--- src/rtl/fir_stream_mc.sv ---
// Multi-channel streaming FIR: one multiply-accumulate per cycle over TAPS taps,
// per-channel delay lines, programmable coefficient banks, rounded/saturated output.
module fir_stream_mc #(
   parameter int DATA_WIDTH = 12,
   parameter int COEF_WIDTH = 12,
   parameter int TAPS       = 16,
   parameter int CHANNELS   = 2,
   parameter int BANKS      = 4,
   parameter int OUT_SHIFT  = 12
) (
   input  logic                                               clk,
   input  logic                                               reset,
   input  logic                                               s_valid,
   output logic                                               s_ready,
   input  logic [DATA_WIDTH-1:0]                              s_data,
   input  logic [((CHANNELS > 1) ? $clog2(CHANNELS) : 1)-1:0] s_chan,
   input  logic [$clog2(BANKS)-1:0]                           bank_sel,
   output logic                                               m_valid,
   input  logic                                               m_ready,
   output logic [DATA_WIDTH-1:0]                              m_data,
   output logic [((CHANNELS > 1) ? $clog2(CHANNELS) : 1)-1:0] m_chan,
   output logic                                               m_sat,
   input  logic                                               coef_we,
   input  logic [$clog2(BANKS)-1:0]                           coef_bank,
   input  logic [$clog2(TAPS)-1:0]                            coef_addr,
   input  logic [COEF_WIDTH-1:0]                              coef_data,
   output logic                                               coef_ready,
   input  logic                                               flush
);

   localparam int CHW = (CHANNELS > 1) ? $clog2(CHANNELS) : 1;
   localparam int BW  = $clog2(BANKS);
   localparam int TAW = $clog2(TAPS);
   localparam int TCW = TAW + 1;
   localparam int PW  = DATA_WIDTH + COEF_WIDTH;
   localparam int AW  = PW + TAW;

   localparam logic signed [AW:0] ROUND   = (AW+1)'(1) << (OUT_SHIFT - 1);
   localparam logic signed [AW:0] SAT_MAX = {{(AW-DATA_WIDTH+2){1'b0}}, {(DATA_WIDTH-1){1'b1}}};
   localparam logic signed [AW:0] SAT_MIN = {{(AW-DATA_WIDTH+2){1'b1}}, {(DATA_WIDTH-1){1'b0}}};

   typedef enum logic [1:0] {
      ST_IDLE,
      ST_MAC,
      ST_OUT
   } state_t;

   state_t state_q, state_d;

   logic signed [DATA_WIDTH-1:0] dl_q   [CHANNELS][TAPS];
   logic signed [COEF_WIDTH-1:0] coef_q [BANKS][TAPS];

   logic [CHW-1:0]        chan_q;
   logic [BW-1:0]         bank_q;
   logic [TCW-1:0]        tap_q;
   logic signed [AW-1:0]  acc_q, acc_d;
   logic signed [PW-1:0]  prod;
   logic signed [AW:0]    rnd_sum, shifted;

   logic                  m_valid_q;
   logic [DATA_WIDTH-1:0] m_data_q, m_data_d;
   logic [CHW-1:0]        m_chan_q;
   logic                  m_sat_q, m_sat_d;

   logic idle, mac_done, chan_ok, addr_ok, accept, clear_lines, coef_wr;

   // Range guards collapse to constants when the index space is fully populated.
   generate
      if (CHANNELS == (1 << CHW)) begin : g_chan_full
         assign chan_ok = 1'b1;
      end else begin : g_chan_part
         assign chan_ok = (s_chan < CHW'(CHANNELS));
      end
      if (TAPS == (1 << TAW)) begin : g_addr_full
         assign addr_ok = 1'b1;
      end else begin : g_addr_part
         assign addr_ok = (coef_addr < TAW'(TAPS));
      end
   endgenerate

   assign idle        = (state_q == ST_IDLE);
   assign mac_done    = (tap_q == TCW'(TAPS));
   assign clear_lines = idle && flush;
   assign accept      = idle && s_valid && !flush && chan_ok;
   assign coef_wr     = idle && coef_we && addr_ok;

   assign s_ready    = idle;
   assign coef_ready = idle;
   assign m_valid    = m_valid_q;
   assign m_data     = m_data_q;
   assign m_chan     = m_chan_q;
   assign m_sat      = m_sat_q;

   always_ff @(posedge clk or posedge reset) begin
      if (reset) begin
         state_q <= ST_IDLE;
      end else begin
         state_q <= state_d;
      end
   end

   always_comb begin
      state_d = state_q;
      unique case (state_q)
         ST_IDLE: if (accept)   state_d = ST_MAC;
         ST_MAC:  if (mac_done) state_d = ST_OUT;
         ST_OUT:  if (m_ready)  state_d = ST_IDLE;
         default:               state_d = ST_IDLE;
      endcase
   end

   always_comb begin
      prod    = dl_q[chan_q][tap_q[TAW-1:0]] * coef_q[bank_q][tap_q[TAW-1:0]];
      acc_d   = acc_q + AW'(prod);
      rnd_sum = {acc_q[AW-1], acc_q} + ROUND;
      shifted = rnd_sum >>> OUT_SHIFT;
      m_sat_d = 1'b1;
      if (shifted > SAT_MAX) begin
         m_data_d = SAT_MAX[DATA_WIDTH-1:0];
      end else if (shifted < SAT_MIN) begin
         m_data_d = SAT_MIN[DATA_WIDTH-1:0];
      end else begin
         m_data_d = shifted[DATA_WIDTH-1:0];
         m_sat_d  = 1'b0;
      end
   end

   always_ff @(posedge clk or posedge reset) begin
      if (reset) begin
         acc_q     <= '0;
         tap_q     <= '0;
         chan_q    <= '0;
         bank_q    <= '0;
         m_valid_q <= 1'b0;
         m_data_q  <= '0;
         m_chan_q  <= '0;
         m_sat_q   <= 1'b0;
      end else begin
         unique case (state_q)
            ST_IDLE: begin
               if (accept) begin
                  acc_q  <= '0;
                  tap_q  <= '0;
                  chan_q <= s_chan;
                  bank_q <= bank_sel;
               end
            end
            ST_MAC: begin
               if (!mac_done) begin
                  acc_q <= acc_d;
                  tap_q <= tap_q + TCW'(1);
               end else begin
                  m_valid_q <= 1'b1;
                  m_data_q  <= m_data_d;
                  m_chan_q  <= chan_q;
                  m_sat_q   <= m_sat_d;
               end
            end
            ST_OUT: begin
               if (m_ready) m_valid_q <= 1'b0;
            end
            default: ;
         endcase
      end
   end

   // Flush wins over a same-cycle sample, which is then dropped.
   always_ff @(posedge clk or posedge reset) begin
      if (reset) begin
         for (int c = 0; c < CHANNELS; c++)
            for (int k = 0; k < TAPS; k++)
               dl_q[c][k] <= '0;
      end else if (clear_lines) begin
         for (int c = 0; c < CHANNELS; c++)
            for (int k = 0; k < TAPS; k++)
               dl_q[c][k] <= '0;
      end else if (accept) begin
         for (int c = 0; c < CHANNELS; c++) begin
            if (s_chan == CHW'(c)) begin
               for (int k = TAPS - 1; k > 0; k--)
                  dl_q[c][k] <= dl_q[c][k-1];
               dl_q[c][0] <= s_data;
            end
         end
      end
   end

   always_ff @(posedge clk or posedge reset) begin
      if (reset) begin
         for (int b = 0; b < BANKS; b++)
            for (int k = 0; k < TAPS; k++)
               coef_q[b][k] <= '0;
      end else if (coef_wr) begin
         coef_q[coef_bank][coef_addr] <= coef_data;
      end
   end

endmodule

--- config.mk ---
export PLATFORM = sky130hd
export DESIGN_NAME = fir_stream_mc
export DESIGN_NICKNAME = d
export VERILOG_FILES = /design/src/rtl/fir_stream_mc.sv
export SDC_FILE = /design/constraint.sdc
export NUM_CORES = 2
export LEC_CHECK = 0
export ABC_AREA = 1
export CAP_MARGIN = 25
export CORE_MARGIN = 2
export CORE_UTILIZATION = 50
export DETAILED_ROUTE_END_ITERATION = 6
export HOLD_SLACK_MARGIN = 0.05
export PLACE_DENSITY = 0.72
export SYNTH_ARGS = -nofsm -noshare
export SYNTH_HDL_FRONTEND = slang
export SYNTH_SLANG_ARGS = --single-unit
--- constraint.sdc ---
create_clock -name clk -period 145 [get_ports clk]
set_clock_uncertainty 0.15 [all_clocks]
set_input_delay 36.25 -clock clk [delete_from_list [all_inputs] [get_ports clk]]
set_output_delay 36.25 -clock clk [all_outputs]
set_load 0.01 [all_outputs]
==> flow_summary_export.csv <==
group,metric,value,unit
run_status,run_status,"finished, violations left",
run_status,failed_checks,"DRC",
setup_path,worst-endpoint-required,145500,ps
setup_path,critPathCaptureType,"async pin",
timing,slew_headroom,29.42,%
drt,route.antenna.remaining_nets,0,
die,pin_count,56,
grt,grt.overflow.total,0,
yosys,synth_edf_count,0,
clocking,insertion_delay_to_the_later_sink_of_the_worst_skew_pair,760,ps
yosys,postSynth.asyncResetShare,100.0,%
timing,final-hold-violation-count,0,
die,fp.dieH,357.5,µm
drt,drt_first_pass_iters,7,
placement,post_dp_cell_area,63100,µm²
grt,number_of_antenna_violations_at_the_first_check_in_global_routing,2,
finish,fillers,11180,
drt,vias,51410,
yosys,synth.top_cells.by_count,"sky130_fd_sc_hd__nand2_1 (1524), sky130_fd_sc_hd__o21ai_0 (1292), sky130_fd_sc_hd__dfrtp_1 (1205), sky130_fd_sc_hd__nor2_1 (725), sky130_fd_sc_hd__inv_1 (707)",
die,core_area,123800,µm²
clocking,clockBufferDepth,3,
timing,worst-slew-pin-transition,1057,ps
grt,first_pass_grt_wire_length,275300,µm
yosys,cells_after_synth,7491,
clocking,postCtsHoldBufs,0,
placement,gp_congestion,0.8904,
grt,track_usage,27.06,%
clocking,cts_buffers,130,
clocking,clock_tree.htree_level_count,4,
drt,drt-total-wl,171400,µm
clocking,cts_setup_buffers,0,
die,die_area,127800,µm²
finish,share_of_layout_cells_above_drive_strength_1,5.514,%
finish,post_route_design_area,67350,µm²
yosys,mappedNetlistArea,62460,µm²
drt,route.detailed.wl_per_inst,19.16,µm
yosys,synth_area_leader_cell,"sky130_fd_sc_hd__dfrtp_1",
finish,regArea,30170,µm²
timing,fin_crit_sh,27.08,%
yosys,yosys-top-cells-area,"sky130_fd_sc_hd__dfrtp_1 (48%), sky130_fd_sc_hd__o21ai_0 (10%), sky130_fd_sc_hd__nand2_1 (9.2%), sky130_fd_sc_hd__fa_1 (5.7%), sky130_fd_sc_hd__nor2_1 (4.4%)",
setup_path,critical_setup_path_class,"input pin to async pin",
yosys,synth.distinct_cells,51,
yosys,syn-num-nets,7787,
yosys,top_cell_type_s_share_of_synthesized_area,48.27,%
yosys,share_of_synthesized_area_occupied_by_flip_flops_and_latches,48.27,%
timing,maximum_achievable_frequency,0.02547,GHz
drt,post-route-drc-count,1,
clocking,clk_pin_slew,60,ps
yosys,ys_ff_latch,1205,
drt,drtIter0Drc,6046,
yosys,ys.flop_type,"sky130_fd_sc_hd__dfrtp_1",
clocking,cts.sinks,1205,
timing,unrepaired_setup_endpoints_after_global_routing,"no",
die,initial_utilization,50.46,%
yosys,syn_area_per_cell,8.339,µm²
finish,diodes,0,
die,fp-row-count,129,
grt,grt_max_degree,204,
placement,hpwl,102400,µm
timing,final-max-slew-violation-count,0,
worst_hold_path,worst_hold_path_type,"flop to flop",
timing,finalCriticalPeriod,39260,ps
yosys,synth_most_common_cell,"sky130_fd_sc_hd__nand2_1",
yosys,yosys_warnings,0,
clocking,post_cts.resized_instances,0,
die,chipWidth,357.5,µm
setup_path,cp.arrival,39770,ps
run,drv.max_cap_violation_count,0,
setup_path,path_max_fanout,170,
drt,routed_via_density,5.747,
timing,totalNegativeSetupSlack,0,ps
finish,multi_input_comb_area,26920,µm²
clocking,tritoncts,"yes",
timing,finalSetupViolations,0,
grt,first_global_vias,49190,
placement,numPortBuffers,55,
finish,area_growth_syn_to_layout,7.818,%
finish,design.final.nets,7508,
clocking,cts.root.buffer_cell,"sky130_fd_sc_hd__clkbuf_16",
setup_path,critPathLaunchType,"input pin",
[worst paths after layout]
kind / slack, ps / cells past startpoint / start / end
setup reg to reg: 135480 / 29 / bank_q[0] / acc_q[18]
hold / removal: 330 / 2 / coef_q[514] / coef_q[514]
max in group clk: 105770 / 6 / s_valid / dl_q[374]
hold reg to reg: 330 / 2 / coef_q[514] / coef_q[514]
setup / recovery: 105740 / 5 / reset / bank_q[1]
min in group asynchronous: 35870 / 2 / reset / coef_q[739]
[stage by stage]
step                cells  setup slack [ps]  utilization [%]  hold WS (ps)
finish               8946            105740            54.40         326.9
CTS                  8944            105540            54.36         331.4
floorplan            7491             74650                -         295.7
global placement     8710            104760            50.87         310.3
global route         8946            105050            54.40         345.7
detailed placement   8715            104740            50.97         315.9
[area by class of cell]
| cell class | instances | share of cell area (%) |
|---|---|---|
| clock buffer | 194 | 5.759 |
| clock inverter | 35 | 0.4626 |
| inverter | 718 | 4.041 |
| multi-input combinational | 5027 | 39.97 |
| sequential | 1205 | 44.80 |
| tap | 1637 | 3.041 |
| timing repair buffer | 130 | 1.932 |
[critical path: stages]
cell and delay, ps:
sky130_fd_sc_hd__clkdlybuf4s50_1 490, sky130_fd_sc_hd__inv_8 530, sky130_fd_sc_hd__buf_12 690, sky130_fd_sc_hd__buf_4 800
sky130_fd_sc_hd__buf_4 820
[cell families (layout without fill, tap and decap cells)]
| kind of cell | after synthesis | in the layout | synth area share (%) |
|---|---|---|---|
| and+or+nand+nor | 2624 | 2624 | 17.16 |
| AOI/OAI and AO/OA | 2128 | 2128 | 18.32 |
| buffers and inverters | 1259 | 1077 | 8.691 |
| DFF | 1205 | 1205 | 48.27 |
| adders and majority gates | 257 | 257 | 7.299 |
| xor gates and xnor gates | 18 | 18 | 0.2524 |
[cells in the final DEF, fill, tap and decap left out, types with 6 or more instances in the layout]
cell,synthesis,routed
sky130_fd_sc_hd__a21oi_1,233,233
sky130_fd_sc_hd__buf_12,0,7
sky130_fd_sc_hd__buf_4,50,63
sky130_fd_sc_hd__clkbuf_1,223,30
sky130_fd_sc_hd__clkbuf_16,0,134
sky130_fd_sc_hd__clkbuf_8,0,30
sky130_fd_sc_hd__clkdlybuf4s50_1,0,55
sky130_fd_sc_hd__clkinv_2,0,21
sky130_fd_sc_hd__clkinv_8,0,6
sky130_fd_sc_hd__dfrtp_1,1205,1199
sky130_fd_sc_hd__fa_1,179,179
sky130_fd_sc_hd__ha_1,78,78
sky130_fd_sc_hd__inv_1,707,693
sky130_fd_sc_hd__inv_2,9,18
sky130_fd_sc_hd__nand2_1,1524,1523
sky130_fd_sc_hd__nand2_2,19,19
sky130_fd_sc_hd__nand2_4,34,35
sky130_fd_sc_hd__nand3_1,254,254
sky130_fd_sc_hd__nand4_1,9,9
sky130_fd_sc_hd__nor2_1,725,724
sky130_fd_sc_hd__nor2_2,14,14
sky130_fd_sc_hd__nor3_1,7,7
sky130_fd_sc_hd__o211ai_1,95,95
sky130_fd_sc_hd__o21ai_0,1292,1292
sky130_fd_sc_hd__o21ai_1,93,92
sky130_fd_sc_hd__o22ai_1,394,394
sky130_fd_sc_hd__or2_2,12,12
sky130_fd_sc_hd__xor2_1,13,13
[state kept, by name, summed over array words and instances (netlist names)]
signal,count
tap_q,5
m_sat,1
acc_q,28
state_q,2
coef_q,768
m_valid,1
chan_q,1
m_data,12
dl_q,384
m_chan,1
bank_q,2
[per-layer routing]
layer / vias to the layer above / global-route usage, % / share of wire, %
met5: - / 0 / 0.020
met4: 6 / 10.73 / 3.9
met3: 377 / 4.265 / 7.8
met2: 1957 / 42.66 / 46
met1: 25120 / 37.61 / 42
li1: 23960 / - / -
Power is not shown: default switching activity piles up to over one toggle a cycle in this logic, so the estimate is an artifact.
